===== config.mk =====
export PLATFORM = sky130hd
export DESIGN_NAME = y_int_ctrl
export DESIGN_NICKNAME = d
export VERILOG_FILES = /design/src/rtl/y_int_pkg.sv /design/src/rtl/y_prio_enc4.sv /design/src/rtl/y_int_ctrl.sv
export SDC_FILE = /design/constraint.sdc
export NUM_CORES = 1
export LEC_CHECK = 0
export ABC_AREA = 1
export BUFFER_PORTS_ARGS = -buffer_cell sky130_fd_sc_hd__clkbuf_2
export CELL_PAD_IN_SITES_DETAIL_PLACEMENT = 0
export CELL_PAD_IN_SITES_GLOBAL_PLACEMENT = 1
export CORE_UTILIZATION = 30
export DETAILED_ROUTE_END_ITERATION = 8
export GPL_TIMING_DRIVEN = 1
export PLACE_DENSITY_LB_ADDON = 0.1
export REMOVE_ABC_BUFFERS = 1
export SETUP_SLACK_MARGIN = 0.05
export SLEW_MARGIN = 10
export SYNTH_ARGS = -nofsm -noshare
export SYNTH_HDL_FRONTEND = slang
export SYNTH_SLANG_ARGS = --single-unit

===== constraint.sdc =====
create_clock -name clk -period 4.5 [get_ports clk]
set_input_delay 0.225 -clock clk [delete_from_list [all_inputs] [get_ports clk]]
set_output_delay 0.225 -clock clk [all_outputs]
set_load 0.03 [all_outputs]

===== src/rtl/y_int_pkg.sv =====
// Shared definitions for the y_int_ctrl interrupt controller:
// FSM state encoding, register map and interrupt line count.
package y_int_pkg;

   localparam int NIRQ = 4;

   typedef enum logic [1:0] {
      IDLE    = 2'd0,
      ASSERT  = 2'd1,
      SERVICE = 2'd2
   } state_e;

   localparam logic [1:0] ADDR_MASK = 2'd0;
   localparam logic [1:0] ADDR_BASE = 2'd1;
   localparam logic [1:0] ADDR_EPC  = 2'd2;
   localparam logic [1:0] ADDR_EOI  = 2'd3;

endpackage


===== src/rtl/y_prio_enc4.sv =====
// Fixed-priority encoder: lowest set index of eligible_i wins.
module y_prio_enc4
   import y_int_pkg::*;
(
   input  logic [NIRQ-1:0] eligible_i,
   output logic            valid_o,
   output logic [1:0]      id_o
);

   // Select the lowest-numbered eligible request
   always_comb begin
      valid_o = 1'b1;
      id_o    = 2'd0;
      if (eligible_i[0]) begin
         id_o = 2'd0;
      end else if (eligible_i[1]) begin
         id_o = 2'd1;
      end else if (eligible_i[2]) begin
         id_o = 2'd2;
      end else if (eligible_i[3]) begin
         id_o = 2'd3;
      end else begin
         valid_o = 1'b0;
         id_o    = 2'd0;
      end
   end

endmodule


===== src/rtl/y_int_ctrl.sv =====
// Four-line, non-nesting interrupt controller: edge-detected requests,
// programmable mask and vector base, one-cycle INT pulse per accepted request.
module y_int_ctrl
   import y_int_pkg::*;
#(
   parameter int unsigned VEC_SHIFT = 4,
   parameter logic [31:0] RST_BASE  = 32'h0000_0080
) (
   input  logic            clk,
   input  logic            rst,
   input  logic [NIRQ-1:0] irq,
   input  logic [31:0]     pcNext,
   input  logic            regWe,
   input  logic [1:0]      regAddr,
   input  logic [31:0]     regWd,
   output logic [31:0]     regRd,
   output logic            INT,
   output logic [31:0]     entryPoint,
   output logic            busy
);

   state_e          state_q;
   logic [NIRQ-1:0] irq_q;
   logic [NIRQ-1:0] pending_q;
   logic [NIRQ-1:0] pending_d;
   logic [NIRQ-1:0] mask_q;
   logic [31:0]     base_q;
   logic [31:0]     epc_q;
   logic [31:0]     entry_q;
   logic [1:0]      id_q;
   logic            int_q;
   logic            busy_q;

   logic [NIRQ-1:0] rise_s;
   logic [NIRQ-1:0] eligible_s;
   logic [NIRQ-1:0] clr_s;
   logic            enc_valid_s;
   logic [1:0]      enc_id_s;
   logic            take_s;
   logic            eoi_s;
   logic [31:0]     vec_off_s;

   assign rise_s     = irq & ~irq_q;
   assign eligible_s = pending_q & mask_q;
   assign take_s     = (state_q == IDLE) && enc_valid_s;
   assign eoi_s      = regWe && (regAddr == ADDR_EOI) && (state_q == SERVICE);
   assign vec_off_s  = 32'(enc_id_s) << VEC_SHIFT;

   y_prio_enc4 u_prio (
      .eligible_i (eligible_s),
      .valid_o    (enc_valid_s),
      .id_o       (enc_id_s)
   );

   // Clear the accepted bit; a coincident rise on the same line keeps it set
   always_comb begin
      clr_s = 4'b0000;
      if (take_s) begin
         clr_s[enc_id_s] = 1'b1;
      end else begin
         clr_s = 4'b0000;
      end
      pending_d = (pending_q & ~clr_s) | rise_s;
   end

   // Edge detector, pending set and software-visible MASK/BASE registers
   always_ff @(posedge clk) begin
      if (rst) begin
         irq_q     <= 4'b0000;
         pending_q <= 4'b0000;
         mask_q    <= 4'b0000;
         base_q    <= RST_BASE;
      end else begin
         irq_q     <= irq;
         pending_q <= pending_d;
         if (regWe) begin
            case (regAddr)
               ADDR_MASK: mask_q <= regWd[NIRQ-1:0];
               ADDR_BASE: base_q <= {regWd[31:2], 2'b00};
               default:   ;
            endcase
         end
      end
   end

   // Control FSM with registered INT/busy/entryPoint and captured id/EPC
   always_ff @(posedge clk) begin
      if (rst) begin
         state_q <= IDLE;
         int_q   <= 1'b0;
         busy_q  <= 1'b0;
         id_q    <= 2'd0;
         epc_q   <= 32'h0000_0000;
         entry_q <= RST_BASE;
      end else begin
         case (state_q)
            IDLE: begin
               busy_q <= 1'b0;
               if (take_s) begin
                  state_q <= ASSERT;
                  int_q   <= 1'b1;
                  id_q    <= enc_id_s;
                  epc_q   <= pcNext;
                  entry_q <= base_q + vec_off_s;
               end else begin
                  int_q <= 1'b0;
               end
            end
            ASSERT: begin
               state_q <= SERVICE;
               int_q   <= 1'b0;
               busy_q  <= 1'b1;
            end
            SERVICE: begin
               int_q <= 1'b0;
               if (eoi_s) begin
                  state_q <= IDLE;
                  busy_q  <= 1'b0;
               end else begin
                  busy_q <= 1'b1;
               end
            end
            default: begin
               state_q <= IDLE;
               int_q   <= 1'b0;
               busy_q  <= 1'b0;
            end
         endcase
      end
   end

   // Register read mux
   always_comb begin
      regRd = 32'h0000_0000;
      case (regAddr)
         ADDR_MASK: regRd = {28'h000_0000, mask_q};
         ADDR_BASE: regRd = base_q;
         ADDR_EPC:  regRd = epc_q;
         ADDR_EOI:  regRd = {24'h00_0000, pending_q, id_q, state_q};
         default:   regRd = 32'h0000_0000;
      endcase
   end

   assign INT        = int_q;
   assign busy       = busy_q;
   assign entryPoint = entry_q;

endmodule


# [Yosys cells after proc, flatten, opt, wreduce, memory -nomap -nowiden]
# Cells that the tools add are included.
[classes] add_sub_neg=1 n_lt_le_gt_ge=2 eq_ne=7 n_mux=18 bitwise_logic=7 reduce_logical=11
[op_table] op="$pmux W32 S4" n=1
[op_table] op="$add A32 B6 Y32" n=1
[op_table] op="$and A4 B4 Y4" n=3
[op_table] op="$mux W2" n=6
[op_table] op="$not A4 Y4" n=2
[op_table] op="$reduce_and A2 Y1" n=4
[op_table] op="$mux W1" n=7
[op_table] op="$eq A2 B2 Y1 const B" n=3
[op_table] op="$pmux W2 S3" n=1
[op_table] op="$eq A2 B1 Y1 const B" n=2
[op_table] op="$logic_and A1 B1 Y1" n=4
[op_table] op="$logic_not A2 Y1" n=2
[op_table] op="$mux W4" n=1
[op_table] op="$ne A2 B2 Y1 const B" n=2
[op_table] op="$or A4 B4 Y4" n=1
[op_table] op="$lt A2 B3 Y1 const B" n=1
[op_table] op="$demux W1 S2" n=1
[op_table] op="$ge A2 B1 Y1 const B" n=1
[op_table] op="$pmux W1 S2" n=1
[op_table] op="$reduce_or A2 Y1" n=1
[op_table] op="$not A1 Y1" n=1
[totals] register_bits=112 inputBits=73 word_cells=56

# [Logic depth before layout (Yosys ltp)]
[logic_depth] depth_word=13 mapped_depth=15 mapped_depth_nobuf=15

# [By module]
# From an unflattened synthesis, not the netlist that was laid out.
[hier_totals] cells_unflattened=773 hier_area_um2=5176.2
[modules_own_cells] module="y_int_ctrl" instances=1 cells_per_inst=765 area_per_inst_um2=5139.9
[modules_own_cells] module="y_prio_enc4" instances=1 cells_per_inst=8 area_per_inst_um2=36.3

# [Worst setup path before layout]
# No wires, ideal clock.
[synth_path] path_type="register to register" start="register pending_q[2]" end="register entry_q[20], in the netlist entryPoint[20]" setup_ps=109 arrival_ps=2088 t_required_ps=4391 setup_slack_ps=2303 path_stages_with_launch=13 synth_period_minus_slack_ps=2197 path_cell_list="dfxtp_1 nand2_1 nand3_1 a21boi_0 ha_1 inv_1 fa_1 nor2_4 nand2_1 o21ai_0 nand3_1 nand2_1 inv_1"
[synth_between] elab_cells_between_ends=10
[synth_rtl] element="from (decl)" line="y_int_ctrl.sv:24" text="logic [NIRQ-1:0] pending_q;"
[synth_rtl] element="from (signal assigned)" line="y_int_ctrl.sv:75" text="pending_q <= pending_d;"
[synth_rtl] element="$and A4 B4 Y4" line="y_int_ctrl.sv:44" text="assign eligible_s = pending_q & mask_q;"
[synth_rtl] element="$mux W2" line="y_prio_enc4.sv:18" text="end else if (eligible_i[2]) begin"
[synth_rtl] element="$mux W2" line="y_prio_enc4.sv:16" text="end else if (eligible_i[1]) begin"
[synth_rtl] element="$mux W2" line="y_prio_enc4.sv:14" text="if (eligible_i[0]) begin"
[synth_rtl] element="named net enc_id_s[0]" line="y_int_ctrl.sv:38" text="logic [1:0] enc_id_s;"
[synth_rtl] element="$add A32 B6 Y32" line="y_int_ctrl.sv:104" text="entry_q <= base_q + vec_off_s;"
[synth_rtl] element="to (signal assigned)" line="y_int_ctrl.sv:104"
[synth_rtl] element="to (decl)" line="y_int_ctrl.sv:29" text="logic [31:0] entry_q;"
# The timed path passes the listed nets, and every way through them passes these cells.
# A chain may end at the register's enable or synchronous reset.

# [Worst setup path in the final report]
[layout_path] start="register pending_q[2]" end="register entry_q[28], in the netlist entryPoint[28]"
# Same word-level chain as after synthesis.

==> run metrics <==
flops & latches, synth=110; Crit path top cell by count=nand2_1; critical path class=reg -> reg; Yosys cell types=29; Tmin final=2.56 ns; RR Startpoint=pending_q[2]; Tcrit/Tclk final=0.569; Post-CTS Setup Bufs=0; CP required=4.76 ns; top-count cell post-synth=nand2_1; hold violation count in the final report=0; vias in the first global route=between 5000 and 6000; fmax=between 0.3 and 0.4 GHz; Min-Delay Path Depth=3; Lkg Pwr=2.81 nW; peak supply drop=0.186 mV; Top delay family on crit path=simple AND/OR/NAND/NOR gates; Synth async-reset ratio=0; global-route wire length before repair=roughly 26000 µm; endpoints failing setup=0; sequential share of the synthesized area=0.423; prevailing post-synth register cell=dfxtp_1; status=completed; Hold Slack=approximately 0.081 ns; Inserted Clock Buffers=9; TritonCTS clock tree=done; crit path launch=pending_q[2]; Cells after Synth=765; detailed placement HPWL=around 12000 µm; Max-cap violations=0; PwrDens=396 nW/µm²; fin. max-slew vios=0; Hold EP=irq_q[0]; clock sinks=110; share of cells above drive strength 1=0.195; worst reg-to-reg setup slack=1.94 ns; Die Span Y=134 µm; Crit. End Element=register; CTS H-tree depth=3; RSZ-0062 raised after global routing=no; Core Region=16800 µm²; port bufs=136; synth cell count leaders=nand2_1, nor2_1, dfxtp_1; fillers=around 1900; Critical Path AT=2.82 ns; Skew-Pair Late Insertion Delay=0.36 ns; NumNets Final=959; CTS root buf=clkbuf_16; placed insts=1089; worst min path class=in -> reg; Routability Congestion=0.834; initial antenna violation count=0; grt ovf=0; RR Endpoint=entryPoint[28]; clock buffer depth=2; area grow syn2layout=20.8%; n_diodes=0; vias per cell=4.63; Top Ports=139; worst clock skew=0.00933 ns; CTS-repair resized insts=0; Die Area=17900 µm²; Rows=47; vias=between 5000 and 6000; Synth Area per Inst=roughly 7 µm²; final cell count without fillers=between 1000 and 1500; CP max stage cell=fa_1; Clock transition at path regs=around 0.070 ns; Starting Density=0.310; YS warnings=0; GR Util All Layers=0.190; flip-flop and latch area=2200 µm²; top cell type's share of synthesized area=0.423; critical path peak fanout=7; Syn Std Cell Area=5200 µm²; final worst slack=1.94 ns; wire per inst=14.8 µm; slew margin rel.=0.295; Die W=134 µm; HP Start=irq[0]; final wirelength=16400 µm; # hold bufs at CTS=0; DR DRC count=0; overall power=about 2.5 mW; pin count of the biggest net entering global routing=75; EDFF count, synth=0; Reg2Reg Depth=14; Worst-Margin Slew=about 1.1 ns; crit path cell chain=nand2_1, nand3_1, a21boi_0, ha_1, inv_1, fa_1, nor2_4, nand2_1, inv_1, nand2_1, nand2_1, nand3_1, nand2_1, inv_1; DRT Pass-1 Iters=4; critical path's largest stage delay=0.45 ns; Synth area leaders=dfxtp_1, nand2_1, o21ai_0, nor2_1, inv_1; Final TNS setup=0 ns; Buf/Inv on CP=3; Setup crit start kind=register; cell taking the most area after synthesis=dfxtp_1; dpl ws=1.95 ns; Routed Antenna Nets=0; DRT iter0 DRCs=288; area of the multi-input gates=2490 µm²
[layout by cell type, fill, tap and decap left out, drive strengths merged]
cell type / Yosys / routed
nand2: 176 / 176
clkbuf: 18 / 149
nor2: 138 / 138
o21ai: 111 / 111
dfxtp: 110 / 110
inv: 78 / 78
a21oi: 48 / 48
nand3: 31 / 31
o211ai: 7 / 7
xor2: 6 / 6
ha: 5 / 5
buf: 20 / 5
o22ai: 4 / 4
nand4: 4 / 4
o2111ai: 2 / 2
a211oi: 2 / 2
conb: 1 / 2
a21boi: 1 / 1
o221ai: 1 / 1
nand3b: 1 / 1
fa: 1 / 1
bufinv: 0 / 1
clkinv: 0 / 1
clkinvlp: 0 / 1
[routing by layer]
metal / routed length (µm) / GRT usage / vias to the layer above
met5: 0 / 0 / -
met4: 312 / 0.0707 / 0
met3: 935 / 0.0342 / 20
met2: 6890 / 0.282 / 146
met1: 8260 / 0.272 / 2280
li1: - / - / 2670
[stage by stage]
| stage | util | area (µm²) |
|---|---|---|
| global route | 0.375 | 6280 |
| CTS | 0.375 | 6280 |
| floorplan | - | 4990 |
| global placement | 0.357 | 5980 |
| detailed placement | 0.357 | 5980 |
| finish | 0.375 | 6280 |
[cells by family (layout without fill, tap and decap cells)]
| kind of cell | after synthesis | in the layout | synth area share |
|---|---|---|---|
| AND/OR/NAND/NOR | 350 | 350 | 0.272 |
| AO/OA/AOI/OAI | 176 | 176 | 0.179 |
| buffers and inverters | 116 | 235 | 0.0988 |
| flip-flops | 110 | 110 | 0.423 |
| adder cells (fa/ha/maj) | 6 | 6 | 0.0159 |
| XOR/XNOR | 6 | 6 | 0.0101 |
| other | 1 | 2 | 0.000721 |
[power breakdown]
part           switching (mW)  internal, mW  total, mW  leakage [nW]
registers              0.0641          1.08       1.14         0.900
clock network           0.374         0.463      0.837         0.146
logic                   0.359         0.152      0.511          1.76
total                   0.798          1.69       2.49          2.81
[registers in the layout, indices dropped and copies added, names as in the netlist]
register	count
epc_q	32
base_q	30
entryPoint	30
irq_q	4
mask_q	4
pending_q	4
id_q	2
state_q	2
INT	1
busy	1
[area by class of cell]
type / instances / area share
repair buffers: 141 / 0.114
multi-input cells: 540 / 0.397
flip-flops and latches: 110 / 0.350
well taps: 220 / 0.0438
clock buffers: 13 / 0.0414
inverters: 78 / 0.0466
clock inverters: 3 / 0.00677
[worst register-to-register path: stages (launching register included)]
cell and delay (ns):
dfxtp_1 0.33, nand2_1 0.08, nand3_1 0.07, a21boi_0 0.40, ha_1 0.28, inv_1 0.07
fa_1 0.45, nor2_4 0.24, nand2_1 0.14, inv_1 0.11, nand2_1 0.06, nand2_1 0.06
nand3_1 0.06, nand2_1 0.09, inv_1 0.04
[how the worst max path moves through the flow]
stage | depth (start not counted) | endpoint
2_1_floorplan | 7 | entryPoint[10]
3_3_place_gp | 14 | entryPoint[28]
3_5_place_dp | 14 | entryPoint[28]
4_1_cts | 14 | entryPoint[28]
5_1_grt | 14 | entryPoint[28]
6_report | 14 | entryPoint[28]
No activity file was read; power rests on OpenSTA's default activity.
